**src/rtl/wdt_pkg.sv**
```systemverilog
// Shared types and constants for the windowed watchdog.
package wdt_pkg;

   // Watchdog FSM states
   typedef enum logic [1:0] {
      IDLE = 2'd0,
      RUN  = 2'd1,
      WARN = 2'd2,
      BITE = 2'd3
   } wdt_state_e;

   // Cause of a bite, decided on the edge that enters BITE
   localparam logic [1:0] CAUSE_NONE    = 2'd0;
   localparam logic [1:0] CAUSE_TIMEOUT = 2'd1;
   localparam logic [1:0] CAUSE_EARLY   = 2'd2;

   localparam int BITE_CNT_W = 8;
   localparam logic [BITE_CNT_W-1:0] BITE_CNT_MAX = 8'hFF;

   // Saturating increment for the bite counter
   function automatic logic [BITE_CNT_W-1:0] bite_sat_inc(input logic [BITE_CNT_W-1:0] v);
      if (v == BITE_CNT_MAX) begin
         return v;
      end else begin
         return v + 8'd1;
      end
   endfunction

endpackage

```
**src/rtl/wdt_pulse_stretch.sv**
```systemverilog
// Loadable down-counter producing a RST_PULSE-cycle reset pulse.
// 'done' is high during the last cycle of the pulse.
module wdt_pulse_stretch #(
   parameter int RST_PULSE = 4
) (
   input  logic clk,
   input  logic rst_n,
   input  logic load,
   output logic pulse,
   output logic done
);

   localparam int PW = (RST_PULSE > 1) ? $clog2(RST_PULSE) : 1;
   localparam logic [PW-1:0] LOAD_VAL = PW'(RST_PULSE - 1);

   logic [PW-1:0] remain_r;
   logic          pulse_r;

   // Load on bite entry, then count the remaining pulse cycles down to zero
   always_ff @(posedge clk or negedge rst_n) begin
      if (!rst_n) begin
         remain_r <= '0;
         pulse_r  <= 1'b0;
      end else if (load) begin
         remain_r <= LOAD_VAL;
         pulse_r  <= 1'b1;
      end else if (pulse_r) begin
         if (remain_r == '0) begin
            pulse_r <= 1'b0;
         end else begin
            remain_r <= remain_r - PW'(1);
         end
      end
   end

   assign pulse = pulse_r;
   assign done  = pulse_r && (remain_r == '0);

endmodule

```
**src/rtl/windowed_watchdog.sv**
```systemverilog
// Windowed watchdog: programmable timeout, warning stage, kick window,
// stretched reset pulse, optional enable lock and sticky cause flags.
module windowed_watchdog
   import wdt_pkg::*;
#(
   parameter int CNT_W     = 16,
   parameter int RST_PULSE = 4,
   parameter int WINDOW_EN = 1,
   parameter int LOCK_EN   = 0
) (
   input  logic             clk,
   input  logic             rst_n,
   input  logic             enable,
   input  logic             kick,
   input  logic [CNT_W-1:0] timeout_val,
   input  logic [CNT_W-1:0] warn_val,
   input  logic [CNT_W-1:0] window_open,
   output logic             wdt_warn,
   output logic             wdt_reset,
   output logic             cause_timeout,
   output logic             cause_early,
   output logic [7:0]       bite_count,
   output logic [CNT_W-1:0] count
);

   wdt_state_e            state_r;
   wdt_state_e            next_state_s;
   logic [CNT_W-1:0]      count_r;
   logic [CNT_W-1:0]      next_count_s;
   logic [CNT_W-1:0]      count_inc_s;
   logic [CNT_W-1:0]      tmo_r;
   logic [CNT_W-1:0]      warn_lvl_r;
   logic [CNT_W-1:0]      win_r;
   logic                  armed_r;
   logic                  warn_r;
   logic                  cause_timeout_r;
   logic                  cause_early_r;
   logic [BITE_CNT_W-1:0] bite_count_r;
   logic [1:0]            cause_s;
   logic                  latch_s;
   logic                  keep_armed_s;
   logic                  early_s;
   logic                  bite_load_s;
   logic                  pulse_done_s;

   // Truncating increment makes a zero timeout mean a full 2^CNT_W cycles
   assign count_inc_s  = count_r + CNT_W'(1);
   assign keep_armed_s = (LOCK_EN != 0) && armed_r;
   assign early_s      = kick && (WINDOW_EN != 0) && (count_r < win_r);
   assign bite_load_s  = (cause_s != CAUSE_NONE);

   // Next-state, next-count and bite-cause decision in priority order
   always_comb begin
      next_state_s = state_r;
      next_count_s = count_r;
      cause_s      = CAUSE_NONE;
      latch_s      = 1'b0;
      case (state_r)
         IDLE: begin
            next_count_s = '0;
            if (enable) begin
               next_state_s = RUN;
               latch_s      = 1'b1;
            end else begin
               next_state_s = IDLE;
            end
         end
         RUN, WARN: begin
            if (!enable && !keep_armed_s) begin
               next_state_s = IDLE;
               next_count_s = '0;
            end else if (early_s) begin
               next_state_s = BITE;
               next_count_s = '0;
               cause_s      = CAUSE_EARLY;
            end else if (kick) begin
               next_state_s = RUN;
               next_count_s = '0;
            end else if (count_inc_s == tmo_r) begin
               next_state_s = BITE;
               next_count_s = '0;
               cause_s      = CAUSE_TIMEOUT;
            end else if ((count_inc_s == warn_lvl_r) && (state_r == RUN)) begin
               next_state_s = WARN;
               next_count_s = count_inc_s;
            end else begin
               next_state_s = state_r;
               next_count_s = count_inc_s;
            end
         end
         BITE: begin
            next_count_s = '0;
            if (pulse_done_s) begin
               if (enable || keep_armed_s) begin
                  next_state_s = RUN;
                  latch_s      = 1'b1;
               end else begin
                  next_state_s = IDLE;
               end
            end else begin
               next_state_s = BITE;
            end
         end
         default: begin
            next_state_s = IDLE;
            next_count_s = '0;
         end
      endcase
   end

   // State, counter, shadow configuration, lock and sticky status registers
   always_ff @(posedge clk or negedge rst_n) begin
      if (!rst_n) begin
         state_r         <= IDLE;
         count_r         <= '0;
         tmo_r           <= '0;
         warn_lvl_r      <= '0;
         win_r           <= '0;
         armed_r         <= 1'b0;
         warn_r          <= 1'b0;
         cause_timeout_r <= 1'b0;
         cause_early_r   <= 1'b0;
         bite_count_r    <= '0;
      end else begin
         state_r <= next_state_s;
         count_r <= next_count_s;
         warn_r  <= (next_state_s == WARN);
         if (latch_s) begin
            tmo_r      <= timeout_val;
            warn_lvl_r <= warn_val;
            win_r      <= window_open;
         end
         if ((state_r == IDLE) && (next_state_s != IDLE)) begin
            armed_r <= 1'b1;
         end
         if (cause_s == CAUSE_TIMEOUT) begin
            cause_timeout_r <= 1'b1;
         end
         if (cause_s == CAUSE_EARLY) begin
            cause_early_r <= 1'b1;
         end
         if (bite_load_s) begin
            bite_count_r <= bite_sat_inc(bite_count_r);
         end
      end
   end

   wdt_pulse_stretch #(
      .RST_PULSE (RST_PULSE)
   ) u_pulse (
      .clk   (clk),
      .rst_n (rst_n),
      .load  (bite_load_s),
      .pulse (wdt_reset),
      .done  (pulse_done_s)
   );

   assign wdt_warn      = warn_r;
   assign cause_timeout = cause_timeout_r;
   assign cause_early   = cause_early_r;
   assign bite_count    = bite_count_r;
   assign count         = count_r;

endmodule

```
**config.mk**
```make
export PLATFORM = sky130hd
export DESIGN_NAME = windowed_watchdog
export DESIGN_NICKNAME = d
export VERILOG_FILES = /design/src/rtl/wdt_pkg.sv /design/src/rtl/wdt_pulse_stretch.sv /design/src/rtl/windowed_watchdog.sv
export SDC_FILE = /design/constraint.sdc
export NUM_CORES = 1
export LEC_CHECK = 0
export ABC_AREA = 0
export ABC_CLOCK_PERIOD_IN_PS = 3150
export BUFFER_PORTS_ARGS = -buffer_cell sky130_fd_sc_hd__buf_2
export CAP_MARGIN = 20
export CORE_UTILIZATION = 44
export DETAILED_ROUTE_END_ITERATION = 10
export GPL_TIMING_DRIVEN = 0
export SLEW_MARGIN = 20
export SYNTH_ARGS = -nofsm -noshare
export SYNTH_HDL_FRONTEND = slang
export SYNTH_SLANG_ARGS = --single-unit
```
**constraint.sdc**
```tcl
create_clock -name clk -period 3.15 [get_ports clk]
set_input_delay 0.4725 -clock clk [delete_from_list [all_inputs] [get_ports clk]]
set_output_delay 0.4725 -clock clk [all_outputs]
set_load 0.01 [all_outputs]
```
==> results of run 1 <==
path summary, 6_finish.rpt:
path,start,cells past startpoint,slack [ns],end
worst min register to register,cause_early,1,0.47,cause_early
max in group asynchronous,rst_n,2,2.48,win_r[10]
min in group clk,window_open[3],3,0.30,win_r[3]
worst min-delay path,rst_n,1,0.06,tmo_r[3]
worst max register to register,count[0],11,0.08,bite_count[1]
worst max-delay path,count[0],11,0.08,bite_count[1]
layout make-up:
| class | count | area share, % |
|---|---|---|
| Multi-Input combinational cell | 354 | 46.9 |
| Buffer | 24 | 2.47 |
| Clock inverter | 5 | 1.40 |
| Tap cell | 140 | 3.01 |
| Timing Repair Buffer | 86 | 7.96 |
| Inverter | 24 | 1.55 |
| Sequential cell | 80 | 34.4 |
| Clock buffer | 11 | 2.26 |
layer usage:
| metal | up-vias | track usage (%) | wire length, um |
|---|---|---|---|
| met5 | - | 0 | 0 |
| met4 | 0 | 6.16 | 180 |
| met3 | 17 | 3.57 | 435 |
| met2 | 92 | 37.3 | 5600 |
| met1 | 1868 | 31.5 | 5850 |
| li1 | 1919 | - | - |
cell families after synthesis:
kind of cell / count (synthesis)
mux: 36
simple gates: 168
compound gates: 79
flops: 80
buf+inv: 49
xor+xnor: 49
fa+ha+maj: 22
report_power, final:
group          internal [mW]  switching (mW)
registers               1.40           0.313
logic                  0.809           0.800
clock network          0.447           0.383
critical path: cells and delay by family (launching register included):
family,cells,cell delay [ns]
AOI/OAI and AO/OA,2,0.21
buffers and inverters,2,0.40
DFF,1,0.39
adders and majority gates,1,0.15
muxes,1,0.29
and+or+nand+nor,5,1.52
registers in the layout, summed over array words and instances (netlist names):
signal            flops
bite_count            8
cause_early           1
cause_timeout         1
count                16
state_r               2
tmo_r                16
u_pulse.pulse         1
u_pulse.remain_r      2
warn_lvl_r           16
wdt_warn              1
win_r                16
metrics by stage:
step                utilization (%)  power [mW]  instances  worst slack, ns  hold slack (ns)
floorplan                         -        2.87        483            0.226            0.177
global placement               50.5        3.27        702           -0.304            0.458
detailed placement             50.7        3.34        703           -0.290            0.461
finish                         53.9        4.16        724           0.0758           0.0629
CTS                            52.9        4.19        720           0.0145           0.0759
global route                   53.9        4.50        724         -0.00684           0.0979
repair_timing:
action                     in CTS  in global routing
buffers inserted                1                  5
pin swaps                       1                  3
resized for setup               5                 13
setup endpoints to repair      24                 20
layout by cell type, fill, tap and decap left out, drive strengths merged, types with 3 or more instances in the layout:
cell type	n
nand3	14
dfrtp	80
xor2	16
o31ai	3
or4	5
clkbuf	19
a21oi	17
nand2b	10
nor4	13
ha	22
a2111oi	3
mux2i	4
mux2	32
o211ai	5
nand4	13
xnor3	4
nor2b	7
nor3b	4
and3	7
a21o	5
buf	102
nand2	43
o21ai	25
nor3	11
xnor2	29
inv	24
a21boi	3
nor2	28
==> impl_metrics.json, run 1 <==
{
  "viasPerCell": 5.38,
  "gp_congestion": 0.863,
  "path_cells": "ha_1 > buf_2 > nand2_4 > nor4_4 > a21oi_2 > or4_4 > nor4_4 > buf_4 > a31oi_4 > nand2b_4 > mux2_4",
  "fp.dieW_um": 107,
  "synth_cell_types": 66,
  "yosys-mux-area-fraction_pct": 8.29,
  "fmax_mhz": 325,
  "timing.final.crit_share_pct": 97.6,
  "p_leak_nw": 2.71,
  "max-slew-margin-rel_pct": 54.7,
  "syn_nets": 557,
  "die_area_um2": 11500,
  "dr.pass1.iters": 6,
  "synth_top_family_by_area": "simple AND/OR/NAND/NOR gates",
  "outcome": "completed",
  "routed_wirelength_um": 12100,
  "drcViolationCount": 0,
  "period_minus_slack_ns": 3.07,
  "synth_xor_area_share_pct": 9.93,
  "synthSimpleGateAreaFrac_pct": 19.3,
  "insertion_delay_ns": 0.37,
  "hpwl_um": 9150,
  "fin_skew_ns": 0.00484,
  "ys_seq_area_share_pct": 41.1,
  "synth-edff-count": 0,
  "critPathMaxStageDelay_ns": 0.54,
  "cts_tree": "done",
  "synthAdderAreaFrac_pct": 5.65,
  "io_pins": 80,
  "ant_nets": 0,
  "coreArea_um2": 10800,
  "yosys_warnings": 0,
  "vias": 3896,
  "slowest_stage": "or4_4",
  "crit_path_frequent_cell": "nor4_4",
  "grt_usage_pct": 22.8,
  "regArea_um2": 2000,
  "grt_max_degree": 43,
  "area_growth_pct": 19.4,
  "start_kind": "register",
  "holdBufCountCts": 0,
  "portBuffers": 79,
  "async_flop_share_pct": 100,
  "ir_drop_v": 0.000510,
  "crit_arrival_ns": 3.33,
  "grt_pass1_wl_um": 20000,
  "ys.flop_type": "dfrtp_1",
  "max_cap_violations": 0,
  "powerDensity_nw_per_um2": 714,
  "worst_pin_slew_ns": 0.671,
  "synth.ff_latch_count": 80,
  "cts_buffer_depth": 2,
  "hold_viol_final": 0,
  "clk_pin_slew_ns": 0.08,
  "cp.required_ns": 3.41,
  "post_dp_cell_area_um2": 5470,
  "synthTopCellsByCount": "dfrtp_1 (80), nand2_1 (42), mux2_2 (31)",
  "h-tree-depth": 3,
  "antenna_cells": 0,
  "drt_iter0_drc": 176,
  "synth_top_cells_by_area": "dfrtp_1 (41%), mux2_2 (7.2%), ha_1 (5.6%)",
  "routedWlPerCell_um": 16.7,
  "cp-end-kind": "register",
  "cts.sinks": 80,
  "cts-root-buf": "clkbuf_8",
  "synth_top_cell_area_share_pct": 41.1,
  "criticalPathCategory": "register to register",
  "core.rowCount": 38,
  "synth_compound_area_share_pct": 10.9,
  "crit_fanout": 10,
  "grt_pass1_vias": 3888,
  "numCtsBuffers": 9,
  "drive_above_1_share_pct": 29.6,
  "synth.most_common_cell": "dfrtp_1",
  "grt-ovfl-total": 0,
  "yosys.area.top_type": "dfrtp_1",
  "tns_ns": 0,
  "n_fill_cell": 998,
  "syn_area_per_cell_um2": 10.1,
  "finalInstanceArea_um2": 5820,
  "antenna_found_initial": 0,
  "initial_utilization_pct": 45.2,
  "netlist_area_um2": 4870,
  "syn_inst": 483,
  "hold_path_class": "input port to async pin",
  "drv_slew": 0,
  "die_h_um": 107,
  "multi_input_area_um2": 2730,
  "final_nets": 653,
  "finalSetupViolCount": 0
}
Note: power is estimated with default switching activity, not from simulation.
==> run 2, diff against run 1 <==
--- a/config.mk
+++ b/config.mk
@@ -6,7 +6,7 @@
 export NUM_CORES = 1
 export LEC_CHECK = 0
 export ABC_AREA = 0
-export ABC_CLOCK_PERIOD_IN_PS = 3150
+export ABC_CLOCK_PERIOD_IN_PS = 3000
 export BUFFER_PORTS_ARGS = -buffer_cell sky130_fd_sc_hd__buf_2
 export CAP_MARGIN = 20
 export CORE_UTILIZATION = 44
==> constraint.sdc (replaced) <==
create_clock -name clk -period 3 [get_ports clk]
set_input_delay 0.45 -clock clk [delete_from_list [all_inputs] [get_ports clk]]
set_output_delay 0.45 -clock clk [all_outputs]
set_load 0.01 [all_outputs]
==> impl_metrics.json, run 2 (synthesis gave the netlist of run 1 again) <==
{
  "hold_viol_final": 0,
  "die_h_um": 107,
  "r2r_setup_slack_ns": 0.09,
  "cp.required_ns": 3.26,
  "fin_skew_ns": 0.00559,
  "gp_congestion": 0.863,
  "max-slew-margin-rel_pct": 56.7,
  "fp.dieW_um": 107,
  "fin_cells": 736,
  "period_minus_slack_ns": 2.91,
  "ant_nets": 0,
  "cts.sinks": 80,
  "vias": 3935,
  "crit_family": "simple AND/OR/NAND/NOR gates",
  "place_inst": 703,
  "portBuffers": 79,
  "worst_pin_slew_ns": 0.642,
  "ir_drop_v": 0.000535,
  "final_nets": 665,
  "p_leak_nw": 2.83,
  "coreArea_um2": 10800,
  "die_area_um2": 11500,
  "antenna_found_initial": 0,
  "drcViolationCount": 0,
  "grt_pass1_vias": 3957,
  "outcome": "completed",
  "crit_arrival_ns": 3.16,
  "routedWlPerCell_um": 16.7,
  "viasPerCell": 5.35,
  "h-tree-depth": 3,
  "regArea_um2": 2000,
  "max_cap_violations": 0,
  "cts_tree": "done",
  "grt_usage_pct": 23.0,
  "io_pins": 80,
  "drv_slew": 0,
  "insertion_delay_ns": 0.37,
  "timing.final.crit_share_pct": 96.9,
  "initial_utilization_pct": 45.2,
  "critPathMaxStageDelay_ns": 0.37,
  "cts-root-buf": "clkbuf_8",
  "cp-end-kind": "register",
  "start_kind": "register",
  "path_cells": "buf_6 > nand4_4 > buf_8 > or3_1 > o211ai_1 > nand4_1 > nor4_4 > buf_4 > a31oi_4 > nand2b_4 > mux2_4",
  "numCtsBuffers": 9,
  "drive_above_1_share_pct": 32.2,
  "final_cell_mix": "buf_2 (80), dfrtp_1 (78), nand2_1 (40), mux2_2 (31)",
  "grt_max_degree": 43,
  "cts_buffer_depth": 2,
  "grt-ovfl-total": 0,
  "hpwl_um": 9150,
  "hold_path_class": "input port to async pin",
  "routed_wirelength_um": 12300,
  "critPathBufInv": 3,
  "dr.pass1.iters": 6,
  "slowest_stage": "dfrtp_1",
  "area_growth_pct": 23.7,
  "core.rowCount": 38,
  "antenna_cells": 0,
  "final_common_cell": "buf_2",
  "tns_ns": 0,
  "criticalPathCategory": "register to register",
  "crit_fanout": 10,
  "grt_pass1_wl_um": 20200,
  "fmax_mhz": 344,
  "powerDensity_nw_per_um2": 731,
  "drt_iter0_drc": 161,
  "n_fill_cell": 980,
  "clk_pin_slew_ns": 0.08,
  "multi_input_area_um2": 2790,
  "finalSetupViolCount": 0
}
run 2: power breakdown:
| group | leakage, nW | total [mW] | internal, mW | switching (mW) |
|---|---|---|---|---|
| Clock | 0.104 | 0.872 | 0.469 | 0.402 |
| Combinational | 1.73 | 1.73 | 0.872 | 0.857 |
| Sequential | 0.997 | 1.81 | 1.48 | 0.330 |
run 2: final timing paths:
path,from,endpoint,depth (start not counted)
min in group clk,window_open[3],win_r[3],3
setup / recovery,count[5],bite_count[1],11
hold / removal,rst_n,tmo_r[3],1
max in group asynchronous,rst_n,count[7],2
hold reg to reg,cause_early,cause_early,1
setup reg to reg,count[5],bite_count[1],11
run 2: area by class of cell:
cell class,instances,share of cell area [%]
Tap cell,140,2.91
Multi-Input combinational cell,354,46.2
Clock buffer,11,2.18
Sequential cell,80,33.3
Clock inverter,5,1.35
Buffer,23,2.80
Inverter,24,1.49
Timing Repair Buffer,99,9.80
run 2: metal layers:
| layer | track usage [%] | routed length, um | vias to the layer above |
|---|---|---|---|
| met2 | 37.7 | 5730 | 97 |
| met1 | 31.3 | 5820 | 1886 |
| met5 | 0 | 0 | - |
| met4 | 7.05 | 206 | 0 |
| li1 | - | - | 1934 |
| met3 | 3.69 | 541 | 18 |
run 2: through the flow:
stage	setup slack (ns)	power, mW	hold WS [ns]	util, %	cell area (um2)
after floorplan	0.0760	3.01	0.154	-	4870
after global placement	-0.454	3.44	0.458	50.5	5450
after detailed placement	-0.440	3.51	0.451	50.7	5470
after CTS	0.00596	4.41	0.0534	53.7	5800
after global routing	-0.0158	4.76	0.0754	55.9	6030
final	0.0932	4.41	0.0395	55.9	6030
run 2: what timing repair did:
item,CTS,global route
pin swaps,5,7
cloned,0,1
endpoints found under the setup margin,26,26
hold buffers,0,0
setup buffers,5,13
gates resized for setup,13,27
